**src/rtl/cgia_bus_arbiter_if.sv**
```systemverilog
// cgia_bus_arbiter_if: fetcher, CPU and memory-side Wishbone signals of the arbiter.
// slave = arbiter view, master = surrounding masters plus memory.
interface cgia_bus_arbiter_if #(
  parameter int AW = 23
);
  logic          f_cyc_i;
  logic          f_stb_i;
  logic [AW-1:0] f_adr_i;
  logic          f_ack_o;
  logic [15:0]   f_dat_o;

  logic          c_cyc_i;
  logic          c_stb_i;
  logic          c_we_i;
  logic [AW-1:0] c_adr_i;
  logic [15:0]   c_dat_i;
  logic          c_ack_o;
  logic [15:0]   c_dat_o;

  logic          cyc_o;
  logic          stb_o;
  logic          we_o;
  logic [AW-1:0] adr_o;
  logic [15:0]   dat_o;
  logic          ack_i;
  logic [15:0]   dat_i;

  logic [1:0]    gnt_o;

  modport slave (
    input  f_cyc_i, f_stb_i, f_adr_i,
    output f_ack_o, f_dat_o,
    input  c_cyc_i, c_stb_i, c_we_i, c_adr_i, c_dat_i,
    output c_ack_o, c_dat_o,
    output cyc_o, stb_o, we_o, adr_o, dat_o,
    input  ack_i, dat_i,
    output gnt_o
  );

  modport master (
    output f_cyc_i, f_stb_i, f_adr_i,
    input  f_ack_o, f_dat_o,
    output c_cyc_i, c_stb_i, c_we_i, c_adr_i, c_dat_i,
    input  c_ack_o, c_dat_o,
    input  cyc_o, stb_o, we_o, adr_o, dat_o,
    output ack_i, dat_i,
    input  gnt_o
  );
endinterface

```
**src/rtl/cgia_bus_arbiter.sv**
```systemverilog
// cgia_bus_arbiter: shares one Wishbone classic slave between fetcher and CPU.
// Define CGIA_ARB_FAIRNESS_EN to let the CPU pre-empt long fetcher bursts.
module cgia_bus_arbiter #(
  parameter int AW        = 23,
  parameter int MAX_BURST = 8
) (
  input logic               clk_i,
  input logic               reset_ni,
  cgia_bus_arbiter_if.slave bus
);

  localparam logic [1:0] IDLE = 2'b00;
  localparam logic [1:0] FGNT = 2'b01;
  localparam logic [1:0] CGNT = 2'b10;

  if (MAX_BURST < 1 || MAX_BURST > 255) begin : g_bad_burst
    $error("MAX_BURST must be 1..255");
  end

  logic [1:0] gnt;
  logic [1:0] gnt_d;
  logic       f_own;
  logic       c_own;

  assign f_own = (gnt == FGNT);
  assign c_own = (gnt == CGNT);

  assign bus.gnt_o   = gnt;
  assign bus.f_ack_o = bus.ack_i & f_own;
  assign bus.c_ack_o = bus.ack_i & c_own;
  assign bus.f_dat_o = bus.dat_i;
  assign bus.c_dat_o = bus.dat_i;

  // Slave side follows the registered owner, so reset drops cyc at once.
  always_comb begin
    bus.cyc_o = 1'b0;
    bus.stb_o = 1'b0;
    bus.we_o  = 1'b0;
    bus.adr_o = '0;
    bus.dat_o = '0;
    unique case (1'b1)
      f_own: begin
        bus.cyc_o = bus.f_cyc_i;
        bus.stb_o = bus.f_stb_i;
        bus.adr_o = bus.f_adr_i;
      end
      c_own: begin
        bus.cyc_o = bus.c_cyc_i;
        bus.stb_o = bus.c_stb_i;
        bus.we_o  = bus.c_we_i;
        bus.adr_o = bus.c_adr_i;
        bus.dat_o = bus.c_dat_i;
      end
      default: ;
    endcase
  end

`ifdef CGIA_ARB_FAIRNESS_EN
  localparam logic [7:0] MAXB = 8'(MAX_BURST);

  logic [7:0] cnt;
  logic [7:0] cnt_d;
  logic [7:0] cnt_inc;
  logic       pre;
  logic       pre_d;

  assign cnt_inc = (cnt >= MAXB) ? MAXB : cnt + 8'd1;

  always_comb begin
    gnt_d = gnt;
    cnt_d = cnt;
    pre_d = pre;
    unique case (1'b1)
      f_own: begin
        if (!bus.f_cyc_i) begin
          gnt_d = bus.c_cyc_i ? CGNT : IDLE;
        end else if (bus.f_ack_o) begin
          cnt_d = cnt_inc;
          // Saturated count re-checks the CPU on every later ack.
          if (cnt_inc == MAXB && bus.c_cyc_i) begin
            gnt_d = CGNT;
            pre_d = 1'b1;
          end
        end
      end
      c_own: begin
        if (!bus.c_cyc_i) begin
          pre_d = 1'b0;
          if (bus.f_cyc_i) begin
            gnt_d = FGNT;
            cnt_d = '0;
          end else begin
            gnt_d = IDLE;
          end
        end
      end
      default: begin
        if (bus.f_cyc_i) begin
          gnt_d = FGNT;
          cnt_d = '0;
        end else if (bus.c_cyc_i) begin
          gnt_d = CGNT;
        end
      end
    endcase
  end

  always_ff @(posedge clk_i or negedge reset_ni) begin
    if (!reset_ni) begin
      cnt <= '0;
      pre <= 1'b0;
    end else begin
      cnt <= cnt_d;
      pre <= pre_d;
    end
  end
`else
  always_comb begin
    gnt_d = gnt;
    unique case (1'b1)
      f_own: begin
        if (!bus.f_cyc_i) begin
          gnt_d = bus.c_cyc_i ? CGNT : IDLE;
        end
      end
      c_own: begin
        if (!bus.c_cyc_i) begin
          gnt_d = bus.f_cyc_i ? FGNT : IDLE;
        end
      end
      default: begin
        if (bus.f_cyc_i) begin
          gnt_d = FGNT;
        end else if (bus.c_cyc_i) begin
          gnt_d = CGNT;
        end
      end
    endcase
  end
`endif

  always_ff @(posedge clk_i or negedge reset_ni) begin
    if (!reset_ni) begin
      gnt <= IDLE;
    end else begin
      gnt <= gnt_d;
    end
  end

endmodule

```
**src/flat_wrapper.sv**
```systemverilog
// flat-port wrapper written by rule: the top's interface ports become plain ports
module cgia_bus_arbiter_flat 
#(
  parameter int AW        = 23,
  parameter int MAX_BURST = 8
)
  (clk_i, reset_ni, bus_f_cyc_i, bus_f_stb_i, bus_f_adr_i, bus_f_ack_o, bus_f_dat_o, bus_c_cyc_i, bus_c_stb_i, bus_c_we_i, bus_c_adr_i, bus_c_dat_i, bus_c_ack_o, bus_c_dat_o, bus_cyc_o, bus_stb_o, bus_we_o, bus_adr_o, bus_dat_o, bus_ack_i, bus_dat_i, bus_gnt_o);
  cgia_bus_arbiter_if #(.AW(AW)) bus_i ();
  input logic clk_i;
  input logic reset_ni;
  input wire logic [$bits(bus_i.f_cyc_i)-1:0] bus_f_cyc_i;
  input wire logic [$bits(bus_i.f_stb_i)-1:0] bus_f_stb_i;
  input wire logic [$bits(bus_i.f_adr_i)-1:0] bus_f_adr_i;
  output wire logic [$bits(bus_i.f_ack_o)-1:0] bus_f_ack_o;
  output wire logic [$bits(bus_i.f_dat_o)-1:0] bus_f_dat_o;
  input wire logic [$bits(bus_i.c_cyc_i)-1:0] bus_c_cyc_i;
  input wire logic [$bits(bus_i.c_stb_i)-1:0] bus_c_stb_i;
  input wire logic [$bits(bus_i.c_we_i)-1:0] bus_c_we_i;
  input wire logic [$bits(bus_i.c_adr_i)-1:0] bus_c_adr_i;
  input wire logic [$bits(bus_i.c_dat_i)-1:0] bus_c_dat_i;
  output wire logic [$bits(bus_i.c_ack_o)-1:0] bus_c_ack_o;
  output wire logic [$bits(bus_i.c_dat_o)-1:0] bus_c_dat_o;
  output wire logic [$bits(bus_i.cyc_o)-1:0] bus_cyc_o;
  output wire logic [$bits(bus_i.stb_o)-1:0] bus_stb_o;
  output wire logic [$bits(bus_i.we_o)-1:0] bus_we_o;
  output wire logic [$bits(bus_i.adr_o)-1:0] bus_adr_o;
  output wire logic [$bits(bus_i.dat_o)-1:0] bus_dat_o;
  input wire logic [$bits(bus_i.ack_i)-1:0] bus_ack_i;
  input wire logic [$bits(bus_i.dat_i)-1:0] bus_dat_i;
  output wire logic [$bits(bus_i.gnt_o)-1:0] bus_gnt_o;
  assign bus_i.f_cyc_i = bus_f_cyc_i;
  assign bus_i.f_stb_i = bus_f_stb_i;
  assign bus_i.f_adr_i = bus_f_adr_i;
  assign bus_f_ack_o = bus_i.f_ack_o;
  assign bus_f_dat_o = bus_i.f_dat_o;
  assign bus_i.c_cyc_i = bus_c_cyc_i;
  assign bus_i.c_stb_i = bus_c_stb_i;
  assign bus_i.c_we_i = bus_c_we_i;
  assign bus_i.c_adr_i = bus_c_adr_i;
  assign bus_i.c_dat_i = bus_c_dat_i;
  assign bus_c_ack_o = bus_i.c_ack_o;
  assign bus_c_dat_o = bus_i.c_dat_o;
  assign bus_cyc_o = bus_i.cyc_o;
  assign bus_stb_o = bus_i.stb_o;
  assign bus_we_o = bus_i.we_o;
  assign bus_adr_o = bus_i.adr_o;
  assign bus_dat_o = bus_i.dat_o;
  assign bus_i.ack_i = bus_ack_i;
  assign bus_i.dat_i = bus_dat_i;
  assign bus_gnt_o = bus_i.gnt_o;
  cgia_bus_arbiter #(.AW(AW), .MAX_BURST(MAX_BURST)) u_core (.clk_i(clk_i), .reset_ni(reset_ni), .bus(bus_i));
endmodule
```
**config.mk**
```make
export PLATFORM = sky130hd
export DESIGN_NAME = cgia_bus_arbiter_flat
export DESIGN_NICKNAME = d
export VERILOG_FILES = /design/src/rtl/cgia_bus_arbiter_if.sv /design/src/rtl/cgia_bus_arbiter.sv /design/src/flat_wrapper.sv
export SDC_FILE = /design/constraint.sdc
export NUM_CORES = 1
export LEC_CHECK = 0
export CORE_MARGIN = 2
export CORE_UTILIZATION = 22
export DETAILED_ROUTE_END_ITERATION = 10
export PLACE_DENSITY = 0.9
export SYNTH_ARGS = -nofsm -noshare
export SYNTH_HDL_FRONTEND = slang
export SYNTH_SLANG_ARGS = --single-unit
```
**constraint.sdc**
```tcl
create_clock -name clk_i -period 3.8 [get_ports clk_i]
set_input_delay 0.95 -clock clk_i [delete_from_list [all_inputs] [get_ports clk_i]]
set_output_delay 0.95 -clock clk_i [all_outputs]
set_load 0.02 [all_outputs]
```
# Word-level counts from Yosys, hierarchy flattened
# Index checks and enable logic that the tools add are counted.
dict set report word_totals {
  register_bits 2
  out_inout_bits 78
  in_bits 86
}
dict set report classes {
  n_eq_ne 4
  n_bitwise 2
  reduce_logical 2
  mux 12
}
# cell n
set ops {}
lappend ops {{23-bit one-hot mux with 2 select lines} 1}
lappend ops {{16-bit 2-to-1 mux} 1}
lappend ops {{2-bit 2-to-1 mux} 5}
lappend ops {{2-bit inequality test, second input constant} 2}
lappend ops {{1-bit one-hot mux with 2 select lines} 2}
lappend ops {{2-bit one-hot mux with 2 select lines} 1}
lappend ops {{4-bit nonzero test} 1}
lappend ops {{3-bit AND reduction} 1}
lappend ops {{1-bit AND} 2}
lappend ops {{2-bit by 1-bit equality test with 1-bit output, second input constant} 1}
lappend ops {{2-bit equality test, second input constant} 1}
lappend ops {{1-bit 2-to-1 mux} 2}

# Longest topological paths before layout
# Gate-level depths: netlist of run 1.
dict set report depth {
  word_depth 3
  depth_mapped 6
}

# Worst setup path before layout of run 1
# OpenSTA, ideal clock, no wires.
dict set report synth_timing {
  path_kind {register to output}
  from {register u_core.gnt[0] (netlist: u_core.bus.gnt_o[0])}
  to {output bus_adr_o[0]}
  stages_incl_launch_ff 6
  t_arrival_ps 1487
  path_slack_ps 1363
  path_cell_list {dfrtp_1 -> inv_1 -> ha_1 -> buf_2 -> buf_2 -> nor2_1}
}
dict set report synth_between {
  elab_chain_cells 2
}
# element line
set synth_rtl {}
lappend synth_rtl {{from (decl)} cgia_bus_arbiter.sv:20} ;# logic [1:0] gnt;
lappend synth_rtl {{from (signal assigned)} cgia_bus_arbiter.sv:146} ;# gnt <= gnt_d;
lappend synth_rtl {{2-bit equality test or 2-bit by 1-bit equality test with 1-bit output (tied branches)} {cgia_bus_arbiter.sv:26, cgia_bus_arbiter.sv:25}}
lappend synth_rtl {{23-bit one-hot mux with 2 select lines *} cgia_bus_arbiter.sv:41} ;# unique case (1'b1)
lappend synth_rtl {{to (decl)} flat_wrapper.sv:26} ;# output wire logic [$bits(bus_i.adr_o)-1:0] bus_adr_o;
# Mark *: on every way between the ends. The rest lies on a longest branch, timed or not.

# Worst setup path after layout of run 1
dict set report layout_timing {
  from {input bus_f_cyc_i}
  to {output bus_cyc_o}
}
dict set report layout_between {
  elab_chain_cells 1
}
# element line
set layout_rtl {}
lappend layout_rtl {{from (decl)} flat_wrapper.sv:11} ;# input wire logic [$bits(bus_i.f_cyc_i)-1:0] bus_f_cyc_i;
lappend layout_rtl {{1-bit one-hot mux with 2 select lines} cgia_bus_arbiter.sv:41}
lappend layout_rtl {{to (decl)} flat_wrapper.sv:23} ;# output wire logic [$bits(bus_i.cyc_o)-1:0] bus_cyc_o;
# No other way between the ends.

==> results.toml, run 1 <==
[floorplan]
fp.dieW_um = 66.9
core_area_um2 = 3740
initial_core_util_pct = 23.2
die_h_um = 66.9
std_cell_rows = 22
io_pins = 164
fp.dieArea_um2 = 4470

[timing]
fin_crit_ps = 3280
worst_pin_slew_ps = 478
hold_viol = 0
slew_violations = 0
fin_skew_ps = 1.28
slew-limit-headroom_pct = 68.1
rsz0062_at_grt = "false"
setup_viol = 0
fin_crit_sh_pct = 86.4
max_freq_ghz = 0.305
fin_tns_setup_ps = 0

[worst_setup_path]
reg2reg_slack_ps = 1910
cp_cell_sequence = "clkdlybuf4s50_1, a22oi_1, nor2_1, clkdlybuf4s50_1"
worstPathArrival_ps = 2330
path_class = "input port to output pin"
crit_path_frequent_cell = "clkdlybuf4s50_1"
critPathRequiredTime_ps = 2850
critPathCaptureType = "output pin"
critPathMaxStageDelay_ps = 610
r2r-start = "u_core.bus.gnt_o[0]"
worst_setup_path_start_kind = "input port"
timing.rr.end = "u_core.bus.gnt_o[0]"
critPathSlowestCell = "clkdlybuf4s50_1"
worstPathMaxFanout = 5
r2r_cells = 6

[drt]
firstDrtPassIters = 4
wl_per_cell_um = 13.3
antenna_left = 0
viasPerCell = 4.40
drt_iter0_drc = 40
num_vias = 1127
drc = 0
wl_mm = 3.41

[power]
peakVddDrop_v = 0.000304
leakage_nw = 0.681
power_density_nw_per_um2 = 632
power_mw = 1.16

[min_path]
worstHoldStart = "u_core.bus.gnt_o[1]"
hold_path_class = "register to register"
hold_end = "u_core.bus.gnt_o[1]"
whs_path_depth = 2

[final_layout]
num_antenna_cells = 0
drive_gt1_share_pct = 3.37
final_core_utilization_pct = 49.1
largest_reg_flops = 2
stdcell_count = 256
area_growth_syn_to_layout_pct = 111
fin_nets = 298
design_area_um2 = 1840

[clock_network]
clk_path_buf_depth = 2
clock-sinks = 2
cts_tree = "done"
postCtsSetupBuffers = 0
cts_buffers = 3
path_clk_slew_ps = 30
holdBufCountCts = 0
htree_levels = 1
cts_resized = 0
insertion_delay_ps = 220
cts_root_buffer = "clkbuf_8"

[place]
dp_cells = 253
gp_congestion = 0.744
port_buffers = 115
placed_cell_area_um2 = 1800
dp_hpwl_mm = 2.67

[synthesis]
ys_top_cells_by_area = "buf_4, a22oi_1, and2_1"
netlist.top_cell.by_area = "buf_4"
synth_common_cells = "buf_4, nor2_1, a22oi_1"
synth_flop_cell = "dfrtp_1"
async_reset_ff_share_pct = 100
yosysMostFrequentCell = "buf_4"
synth_top_area_share_pct = 30.2
netlist_area_um2 = 870
synthDistinctLibCells = 18
synth_warnings = 0
syn_nets = 217
avgSynthCellArea_um2 = 6.74
synth_edf_count = 0
ys_seq_area_share_pct = 5.76
yosys_register_bits = 2
syn_inst = 129

[global_route]
grt.busiest_layer = "met2"
grt_pass1_wl_mm = 4.83
antenna_found_initial = 0
grt_pass1_vias = 1088
grt_use_met3_pct = 2.53
grt_max_degree = 30
use_met1_pct = 14.7
grtUsageTotal_pct = 14.0
use_met2_pct = 26.6
gr-total-overflow = 0

[job]
maxCapViolations = 0

[outcome]
outcome = "complete, no violations"
## metrics by stage
step	setup WS (ps)	hold slack [ps]
after floorplan	1360	654
after global placement	555	628
after detailed placement	527	616
after CTS	519	621
after global routing	457	660
final	517	619
## power by group
part / internal (mW) / switching, mW
clock: 0.0672 / 0.0195
combinational: 0.484 / 0.546
sequential: 0.0322 / 0.0131
total: 0.583 / 0.578
## cells in the final DEF, fill, tap and decap left out
cell type	Yosys	routed
a2bb2oi_1	1	1
clkbuf_8	0	3
o21ai_1	1	1
nor3b_1	1	1
dfrtp_1	2	2
ha_1	2	2
nand2_1	1	1
a31oi_1	1	1
buf_4	35	4
inv_1	2	2
clkdlybuf4s50_1	0	115
o211ai_1	1	1
nor2_1	26	26
nor4bb_1	1	1
a22oi_1	25	25
o22ai_1	1	1
and2_1	20	20
nand2b_1	1	1
## kinds of logic after synthesis
logic type / Yosys count / synth area share (%)
adders and majority gates: 2 / 2.88
AOI/OAI and AO/OA: 30 / 25.5
and+or+nand+nor: 50 / 28.8
buffers and inverters: 45 / 37.1
DFF: 2 / 5.76
## worst max-delay path: cells and delay by family
kind,cells,cell delay (ps)
compound gates,1,130
simple gates,1,100
buf+inv,2,1150
## worst max-delay path by stage
stage	cells after the start	slack [ps]	from	end
detailed placement	4	530	bus_f_cyc_i	bus_cyc_o
global route	4	460	bus_f_cyc_i	bus_cyc_o
CTS	4	520	bus_f_cyc_i	bus_cyc_o
finish	4	520	bus_f_cyc_i	bus_cyc_o
global placement	4	560	bus_f_cyc_i	bus_cyc_o
floorplan	5	1360	u_core.bus.gnt_o[0]	bus_adr_o[0]
## routing by layer
metal	wire length [um]	part of all wire, %
met5	0	0
met4	39	1.1
met3	341	10
met2	1740	51
met1	1290	38
## final cells by class
class	count	area (um^2)
clock buffers	3	41.3
inverters	2	7.51
well taps	48	60.1
repair buffers	119	1180
multi-input cells	82	497
flip-flops and latches	2	50.0
fillers	380	1910
Note: power is estimated with default switching activity, not from simulation.
==> inputs of run 2 (changes only) <==
Settings changed: RECOVER_POWER set to 50, SETUP_SLACK_MARGIN set to 0.5.
==> run 2 against run 1 <==
- worst setup slack improved by 110 ps
- clock power barely moved
- first-iteration DRC count rose by 7.5%
- worst hold slack got worse by 2.1 ps
- via count rose by 0.35%
- non-clock buffer count did not move
- global-route usage did not move
- critical path depth did not move
- clock-buffer cell count did not move
- critical path type unchanged
- final cell count did not move
- sequential share of layout area barely moved
- die area did not move
==> results.toml, run 2 (synthesis results as in run 1) <==
[timing]
fin_ws_ps = 626
fin_skew_ps = 1.18
slew-limit-headroom_pct = 68.7
hold_ws_ps = 617
setup_viol = 0
rsz0062_at_grt = "false"
max_freq_ghz = 0.315
slew_violations = 0
worst_pin_slew_ps = 470
hold_viol = 0
fin_crit_sh_pct = 83.5
fin_tns_setup_ps = 0
fin_crit_ps = 3170

[final_layout]
design_area_um2 = 1840
fin_nets = 298
area_growth_syn_to_layout_pct = 112
most-common-layout-cells = "clkdlybuf4s50_1, nor2_1, a22oi_1"
final_common_cell = "clkdlybuf4s50_1"
largest_reg_flops = 2
drive_gt1_share_pct = 3.37
num_antenna_cells = 0

[floorplan]
fp.dieArea_um2 = 4470
initial_core_util_pct = 23.2
core_area_um2 = 3740
die_h_um = 66.9
std_cell_rows = 22
fp.dieW_um = 66.9
io_pins = 164

[clock_network]
cts_buffers = 3
cts_tree = "done"
cts_root_buffer = "clkbuf_8"
postCtsSetupBuffers = 0
htree_levels = 1
cts_resized = 0
holdBufCountCts = 0
clk_path_buf_depth = 2
path_clk_slew_ps = 30
insertion_delay_ps = 220
clock-sinks = 2

[worst_setup_path]
critPathLaunch = "bus_c_adr_i[1]"
worst_setup_path_start_kind = "input port"
r2r-start = "u_core.bus.gnt_o[0]"
critPathCaptureType = "output pin"
worstPathMaxFanout = 1
critPathRequiredTime_ps = 2850
worstPathArrival_ps = 2220
path_class = "input port to output pin"

[global_route]
grtUsageTotal_pct = 14.0
antenna_found_initial = 0
grt_pass1_wl_mm = 4.83
grt_pass1_vias = 1088
gr-total-overflow = 0
grt_max_degree = 30

[power]
peakVddDrop_v = 0.000294
power_mw = 1.16
power_density_nw_per_um2 = 629
leakage_nw = 0.708

[place]
port_buffers = 115
dp_hpwl_mm = 2.67
dp_worst_setup_slack_ps = 527
gp_congestion = 0.744
placed_cell_area_um2 = 1800

[job]
maxCapViolations = 0

[drt]
antenna_left = 0
drc = 0
wl_per_cell_um = 13.3
viasPerCell = 4.42
num_vias = 1131
drt_iter0_drc = 43
wl_mm = 3.40
firstDrtPassIters = 4

[min_path]
worstHoldStart = "u_core.bus.gnt_o[1]"
hold_path_class = "register to register"

[outcome]
outcome = "complete, no violations"
==> run 2: where the power goes <==
part	switching [mW]	internal (mW)	total, mW
clock network	0.0196	0.0672	0.0869
logic	0.547	0.477	1.02
registers	0.0128	0.0322	0.0450
==> run 2: critical path, stage by stage <==
cell	delay, ps
clkdlybuf4s50_1	460
a22oi_1	80
nor2_1	120
clkdlybuf4s50_1	620
==> run 2: worst paths after layout <==
check                                      endpoint  slack (ps)  cells after the start
worst min register to register  u_core.bus.gnt_o[1]         620                      2
worst max-delay path                   bus_adr_o[1]         630                      4
worst min-delay path            u_core.bus.gnt_o[1]         620                      2
max in group asynchronous       u_core.bus.gnt_o[0]        2710                      1
worst max register to register  u_core.bus.gnt_o[0]        1910                      6
min in group asynchronous       u_core.bus.gnt_o[1]         970                      1
==> run 2: metal layers <==
metal	track usage, %	vias to the layer above	wire, um
met1	14.7	508	1280
met4	6.38	0	36
met2	26.6	55	1740
met3	2.53	4	351
li1	-	564	-
met5	0	-	0
==> run 2: stage by stage <==
stage,utilization [%],instances
finish,49.1,256
global route,49.1,256
CTS,49.1,256
detailed placement,48.0,253
global placement,48.0,253
floorplan,-,129
==> run 2: layout make-up <==
class	count	area, um^2
inverter	2	7.51
sequential	2	50.0
tap	48	60.1
timing repair buffer	119	1180
fill	378	1900
clock buffer	3	41.3
multi-input combinational	82	497
